`src/rtl/parity_frame_rx.sv`:
```
// Bit-serial frame receiver: start, DATA_W data bits LSB first, parity, stop.
// Define PARITY_RX_ERR_COUNT_EN to add a saturating 8-bit error counter output.
module parity_frame_rx #(
  parameter int DATA_W = 8,
  parameter bit ODD    = 1'b0
) (
  input  logic              clk,
  input  logic              rst,
  input  logic              rx_bit,
  input  logic              rx_valid,
  output logic [DATA_W-1:0] data,
  output logic              data_valid,
  output logic              parity_err,
  output logic              frame_err,
  output logic              busy
`ifdef PARITY_RX_ERR_COUNT_EN
  ,
  output logic [7:0]        err_count
`endif
);

  localparam int CNT_W = $clog2(DATA_W + 1);

  typedef enum logic [1:0] {IDLE, DATA, PARITY, STOP} state_t;

  state_t             state_q, state_d;
  logic [DATA_W-1:0]  shift_q, shift_d;
  logic [CNT_W-1:0]   cnt_q, cnt_d;
  logic               acc_q, acc_d;
  logic               mismatch_q, mismatch_d;
  logic [DATA_W-1:0]  data_q, data_d;
  logic               data_valid_q, data_valid_d;
  logic               parity_err_q, parity_err_d;
  logic               frame_err_q, frame_err_d;
  logic               busy_q, busy_d;

  always_ff @(posedge clk) begin
    if (rst) begin
      state_q      <= IDLE;
      shift_q      <= '0;
      cnt_q        <= '0;
      acc_q        <= 1'b0;
      mismatch_q   <= 1'b0;
      data_q       <= '0;
      data_valid_q <= 1'b0;
      parity_err_q <= 1'b0;
      frame_err_q  <= 1'b0;
      busy_q       <= 1'b0;
    end else begin
      state_q      <= state_d;
      shift_q      <= shift_d;
      cnt_q        <= cnt_d;
      acc_q        <= acc_d;
      mismatch_q   <= mismatch_d;
      data_q       <= data_d;
      data_valid_q <= data_valid_d;
      parity_err_q <= parity_err_d;
      frame_err_q  <= frame_err_d;
      busy_q       <= busy_d;
    end
  end

  // Everything advances only on strobed edges; pulses default low every cycle.
  always_comb begin
    state_d      = state_q;
    shift_d      = shift_q;
    cnt_d        = cnt_q;
    acc_d        = acc_q;
    mismatch_d   = mismatch_q;
    data_d       = data_q;
    data_valid_d = 1'b0;
    parity_err_d = 1'b0;
    frame_err_d  = 1'b0;

    if (rx_valid) begin
      case (state_q)
        IDLE: begin
          if (!rx_bit) begin
            shift_d = '0;
            cnt_d   = '0;
            acc_d   = 1'b0;
            state_d = DATA;
          end
        end
        DATA: begin
          for (int i = 0; i < DATA_W; i++) begin
            if (cnt_q == CNT_W'(i)) shift_d[i] = rx_bit;
          end
          acc_d = acc_q ^ rx_bit;
          cnt_d = cnt_q + CNT_W'(1);
          if (cnt_q == CNT_W'(DATA_W - 1)) state_d = PARITY;
        end
        PARITY: begin
          mismatch_d = acc_q ^ rx_bit ^ ODD;
          state_d    = STOP;
        end
        STOP: begin
          // A bad stop bit drops the word but keeps the previously delivered one.
          if (rx_bit) begin
            data_d       = shift_q;
            data_valid_d = 1'b1;
            parity_err_d = mismatch_q;
          end else begin
            frame_err_d  = 1'b1;
          end
          state_d = IDLE;
        end
        default: state_d = IDLE;
      endcase
    end

    busy_d = (state_d != IDLE);
  end

  assign data       = data_q;
  assign data_valid = data_valid_q;
  assign parity_err = parity_err_q;
  assign frame_err  = frame_err_q;
  assign busy       = busy_q;

`ifdef PARITY_RX_ERR_COUNT_EN
  logic [7:0] err_count_q;

  always_ff @(posedge clk) begin
    if (rst) begin
      err_count_q <= '0;
    end else if ((parity_err_q || frame_err_q) && (err_count_q != 8'hFF)) begin
      err_count_q <= err_count_q + 8'd1;
    end
  end

  assign err_count = err_count_q;
`endif

endmodule

```
`config.mk`:
```
export PLATFORM = sky130hd
export DESIGN_NAME = parity_frame_rx
export DESIGN_NICKNAME = d
export VERILOG_FILES = /design/src/rtl/parity_frame_rx.sv
export SDC_FILE = /design/constraint.sdc
export NUM_CORES = 1
export LEC_CHECK = 0
export CORE_MARGIN = 2
export CORE_UTILIZATION = 25
export DETAILED_ROUTE_END_ITERATION = 16
export SLEW_MARGIN = 20
export SYNTH_ARGS = -nofsm -noshare
export SYNTH_HDL_FRONTEND = slang
export SYNTH_SLANG_ARGS = --single-unit
```
`constraint.sdc`:
```
create_clock -name clk -period 4.2 [get_ports clk]
set_clock_uncertainty 0.2 [all_clocks]
set_input_delay 0.42 -clock clk [delete_from_list [all_inputs] [get_ports clk]]
set_output_delay 0.42 -clock clk [all_outputs]
set_load 0.01 [all_outputs]
```
==> results of run 1 <==
## state kept, by name, indices dropped and copies added (netlist names)
signal / count
acc_q: 1
busy: 1
cnt_q: 4
data: 8
data_valid: 1
frame_err: 1
mismatch_q: 1
parity_err: 1
shift_q: 8
state_q: 2
## per-layer routing
layer | part of all wire (%) | vias up | track usage (%) | routed length (µm)
li1 | - | 575 | - | -
met3 | 2.1 | 5 | 1.03 | 57
met1 | 46 | 537 | 11.2 | 1230
met2 | 49 | 15 | 15.9 | 1320
met5 | 0 | - | 0 | 0
met4 | 2.4 | 0 | 4.74 | 63
## Yosys cell counts, types with 2 or more instances
cell | count | area share (%)
or4_1 | 2 | 1.1
buf_2 | 6 | 2.2
nor2b_1 | 7 | 3.2
o311ai_0 | 3 | 1.9
nand3b_1 | 9 | 4.9
nand2b_1 | 4 | 1.8
or3_1 | 3 | 1.4
dfxtp_1 | 28 | 41
a21oi_1 | 14 | 5.1
nor2_1 | 3 | 0.82
o31ai_1 | 2 | 1.1
buf_4 | 2 | 1.1
ha_1 | 4 | 3.6
inv_1 | 6 | 1.6
clkbuf_1 | 3 | 0.82
nand3_1 | 4 | 1.5
nor3_1 | 4 | 1.5
nand4_1 | 3 | 1.4
o21ai_0 | 7 | 2.5
nand2_1 | 20 | 5.5
mux2i_1 | 4 | 2.9
a211oi_1 | 2 | 1.1
## per-stage QoR
| stage | util [%] | setup WS (ns) |
|---|---|---|
| 2_1_floorplan | - | 2.65 |
| 3_3_place_gp | 28.8 | 1.66 |
| 3_5_place_dp | 28.8 | 1.67 |
| 4_1_cts | 29.8 | 1.95 |
| 5_1_grt | 29.8 | 1.72 |
| 6_report | 29.8 | 1.98 |
## worst max-delay path, stage by stage
cell	delay, ns
clkdlybuf4s50_1	0.88
nor3b_1	0.55
nand2_1	0.21
mux2i_1	0.17
## worst paths after layout
| kind | startpoint | to | slack, ns | depth (start not counted) |
|---|---|---|---|---|
| max | rst | shift_q[5] | 1.98 | 4 |
| min | shift_q[4] | data[4] | 0.26 | 2 |
| max reg2reg | state_q[0] | cnt_q[3] | 2.45 | 3 |
| min reg2reg | shift_q[4] | data[4] | 0.26 | 2 |
## logic make-up after synthesis
family | count (synthesis) | share of synthesized area, %
buffers and inverters | 18 | 6.09
AND/OR/NAND/NOR | 72 | 32.7
AO/OA/AOI/OAI | 31 | 13.3
adder cells (fa/ha/maj) | 4 | 3.64
multiplexers | 4 | 2.91
flip-flops | 28 | 40.7
XOR/XNOR | 1 | 0.636
## power by group through the flow
stage,sequential (W),clock (W),combinational (W)
final,0.000275,0.000169,0.0000379
after global routing,0.000276,0.000184,0.0000426
after CTS,0.000275,0.000175,0.0000381
after detailed placement,0.000281,0,0.0000379
after global placement,0.000281,0,0.0000380
after floorplan,0.000277,0,0.0000339
## area by class of cell
class                   count  area, µm²
clock buffers               4       55.1
inverters                   6       22.5
flip-flops and latches     28        561
well taps                  72       90.1
repair buffers             15        150
fillers                   593       3790
multi-input cells         112        732
==> impl_metrics.toml, run 1 <==
[global_routing]
grt_pass1_vias = 1001
globalRoute.totalOverflow = 0
grt_antenna_before_repair = 0
grt_pass1_wl_um = 4600
gr-usage-all-layers_pct = 9.19
grt_max_degree = 29

[final_layout]
fin_nets = 174
num_antenna_cells = 0
layout_commonest_cell = "dfxtp_1"
drive_above_1_share_pct = 5.45
layout.cells.non_filler = 237
most_frequent_cells_in_the_layout = "dfxtp_1, nand2_1, clkdlybuf4s50_1"
synthToLayoutAreaGrowth_pct = 17.0
design_area_um2 = 1610

[logic_synthesis]
syn_inst = 158
synth-seq-area-share_pct = 40.7
synth_edf_count = 0
syn-num-nets = 166
yosys.cell_types.count = 40
ys_seq_elements = 28
dominant_register_cell_in_the_synthesized_netlist = "dfxtp_1"
synth_async_sr_flop_share_pct = 0
post_synth.cell_area_avg_um2 = 8.71
synth.yosys.warnings = 0
syn_area_um2 = 1380

[sta]
timing.setup.tns_ns = 0
pins_over_slew_limit = 0
final_critical_period_ns = 2.22
hold_ws_ns = 0.258
max-slew-margin-rel_pct = 38.1
share_of_the_clock_period_used_by_the_worst_path_after_layout_pct = 52.9
timing_hold_violations_final = 0
rsz_0062_raised_after_global_routing = "false"
worst_slew_pin_slew_ns = 0.925
achievable-frequency_mhz = 450
finalSetupViolations = 0

[critical_path]
start_kind = "input port"
critical_path_peak_fanout = 28
arrival_ns = 2.24
worst_setup_path_end_kind = "register"
setup_crit_path_kind = "in -> reg"
timing.critical_path.required_ns = 4.22

[drt]
firstDrtPassIters = 4
drtAntennaViolNets = 0
drc = 0
wl_per_cell_um = 11.3
dr_total_vias = 1132
drt_iter0_markers = 89
totalWireLength_um = 2670
route.detailed.vias_per_inst = 4.78

[floorplan]
floorplan.initialDensity_pct = 25.5
core_area_um2 = 5410
die_area_um2 = 6110
placementRows = 27
die_height_um = 78.2
floorplan.die.width_um = 78.2
design.portCount = 16

[place]
placed_cells = 233
placed_area_um2 = 1560
detailedPlacementHpwl_um = 1810
gp_congestion = 0.854
placement.io_buffers = 15

[clock_network]
cts_tree = "built"
ctsLongestPathBuffers = 2
postCtsSetupBuffers = 0
cts_buffers = 3
cts.htree.levels = 1
clock_insertion_delay_worst_skew_ns = 0.28
cts.clk_slew.worst_paths_ns = 0.10
ctsHoldBuffers = 0
clock-root-buffer = "clkbuf_8"
clock_sink_count = 28
postCtsResizedCells = 0

[pwr]
pwr-share-clk_pct = 35.1
power_density_nw_per_um2 = 299
power.ir.vdd_worst_mv = 0.107
netSwitchingPower_w = 0.000113
internal-power_w = 0.000369
power.sequential.fraction_pct = 57.0
combPwrFrac_pct = 7.9
fin_total_pwr_w = 0.000482
switching_share_pct = 23.5
total_leakage_power_nw = 0.524

[min_path]
min-delay-path-class = "reg -> reg"

[run_status]
run_status = "finished clean"

[run]
drv_cap = 0
Note: power is estimated with default switching activity, not from simulation.
==> inputs of run 2 (changes only) <==
==> constraint.sdc (replaced) <==
create_clock -name clk -period 1.98 [get_ports clk]
set_clock_uncertainty 0.2 [all_clocks]
set_input_delay 0.198 -clock clk [delete_from_list [all_inputs] [get_ports clk]]
set_output_delay 0.198 -clock clk [all_outputs]
set_load 0.01 [all_outputs]
==> impl_metrics.toml, run 2 (synthesis gave the netlist of run 1 again) <==
[critical_path]
worstRegToRegCells = 3
r2r_setup_slack_ns = 0.28
critical_path.reg2reg.startpoint = "state_q[1]"
worst_setup_path_end_kind = "register"
critical_path_peak_fanout = 17
start_kind = "register"
terminus_of_the_critical_flop_to_flop_path = "cnt_q[3]"
crit_path_end = "cnt_q[3]"
critPathLaunch = "state_q[1]"
timing.critical_path.required_ns = 2.00
setup_crit_path_kind = "reg -> reg"
arrival_ns = 1.71

[run_status]
run_status = "finished clean"

[sta]
rsz_0062_raised_after_global_routing = "false"
timing.setup.tns_ns = 0
pins_over_slew_limit = 0
final_critical_period_ns = 1.70
achievable-frequency_mhz = 590
finalSetupViolations = 0
postLayoutSetupSlackWorst_ns = 0.285
hold_ws_ns = 0.256
share_of_the_clock_period_used_by_the_worst_path_after_layout_pct = 85.6
worst_slew_pin_slew_ns = 0.503
max-slew-margin-rel_pct = 66.4
timing_hold_violations_final = 0

[global_routing]
grt_max_degree = 19
grt_pass1_wl_um = 4770
grt_antenna_before_repair = 0
grt_pass1_vias = 1029
globalRoute.totalOverflow = 0
gr-usage-all-layers_pct = 9.63

[clock_network]
ctsLongestPathBuffers = 2
cts.htree.levels = 1
postCtsSetupBuffers = 0
cts_tree = "built"
clock_insertion_delay_worst_skew_ns = 0.28
ctsHoldBuffers = 0
cts_buffers = 3
postCtsResizedCells = 0
cts.clk_slew.worst_paths_ns = 0.09
clock_sink_count = 28
clock-root-buffer = "clkbuf_8"

[final_layout]
layout.core_utilization_pct = 30.5
num_antenna_cells = 0
most_frequent_cells_in_the_layout = "dfxtp_1, nand2_1, clkdlybuf4s50_1"
fillers = 582
synthToLayoutAreaGrowth_pct = 19.8
layout_commonest_cell = "dfxtp_1"
design_area_um2 = 1650
fin_nets = 179
drive_above_1_share_pct = 8.82

[pwr]
total_leakage_power_nw = 0.549
power.ir.vdd_worst_mv = 0.314
power_density_nw_per_um2 = 622

[place]
placed_area_um2 = 1590
gp_congestion = 0.812
detailedPlacementHpwl_um = 1830
dp_worst_slack_ns = 0.0230
placement.io_buffers = 15

[drt]
firstDrtPassIters = 4
drt_iter0_markers = 77
drtAntennaViolNets = 0
drc = 0
totalWireLength_um = 2690
dr_total_vias = 1090
route.detailed.vias_per_inst = 4.50
wl_per_cell_um = 11.1

[floorplan]
core_area_um2 = 5410
design.portCount = 16
floorplan.initialDensity_pct = 25.5
placementRows = 27
floorplan.die.width_um = 78.2
die_area_um2 = 6110
die_height_um = 78.2

[min_path]
min-delay-path-class = "reg -> reg"

[run]
drv_cap = 0
## run 2: cell types whose count changed in the layout (fill, tap and decap cells not counted)
cell	before	now
buf_4	0	5
dfxtp_2	0	1
dfxtp_1	28	27
## run 2: final cells by class
cell class	instances	area, µm²	area share [%]
multi-input cells	112	732	44.4
flip-flops and latches	28	562	34.1
repair buffers	20	188	11.4
well taps	72	90.1	5.46
clock buffers	4	55.1	3.34
inverters	6	22.5	1.37
## run 2: worst min-delay path by stage
stage	startpoint	endpoint	slack [ns]	depth (start not counted)
6_report	data[1]	data[1]	0.26	2
4_1_cts	shift_q[7]	data[7]	0.26	2
5_1_grt	data[1]	data[1]	0.28	2
2_1_floorplan	rx_valid	state_q[1]	0.21	3
3_3_place_gp	shift_q[7]	data[7]	0.24	2
3_5_place_dp	shift_q[7]	data[7]	0.24	2
## run 2: critical path, cell delays in order, from the launching register on
cell and delay [ns]:
dfxtp_1 0.47, nand2b_4 0.29, or4_1 0.52, a21oi_1 0.14
## run 2: stage by stage
stage,instances,power [W]
floorplan,158,0.000659
finish,242,0.00103
CTS,242,0.00104
detailed placement,238,0.000685
global route,242,0.00108
global placement,238,0.000684
## run 2: routing by layer
metal	track usage (%)	vias up	share of wire [%]
met2	15.9	14	46
met3	0.690	4	2.2
met1	12.3	486	49
met4	5.79	0	2.8
met5	0	-	0
li1	-	586	-
## run 2: power by group
group	internal, W	switching, W
Combinational	0.0000402	0.0000475
Sequential	0.000570	0.0000139
Clock	0.000178	0.000176
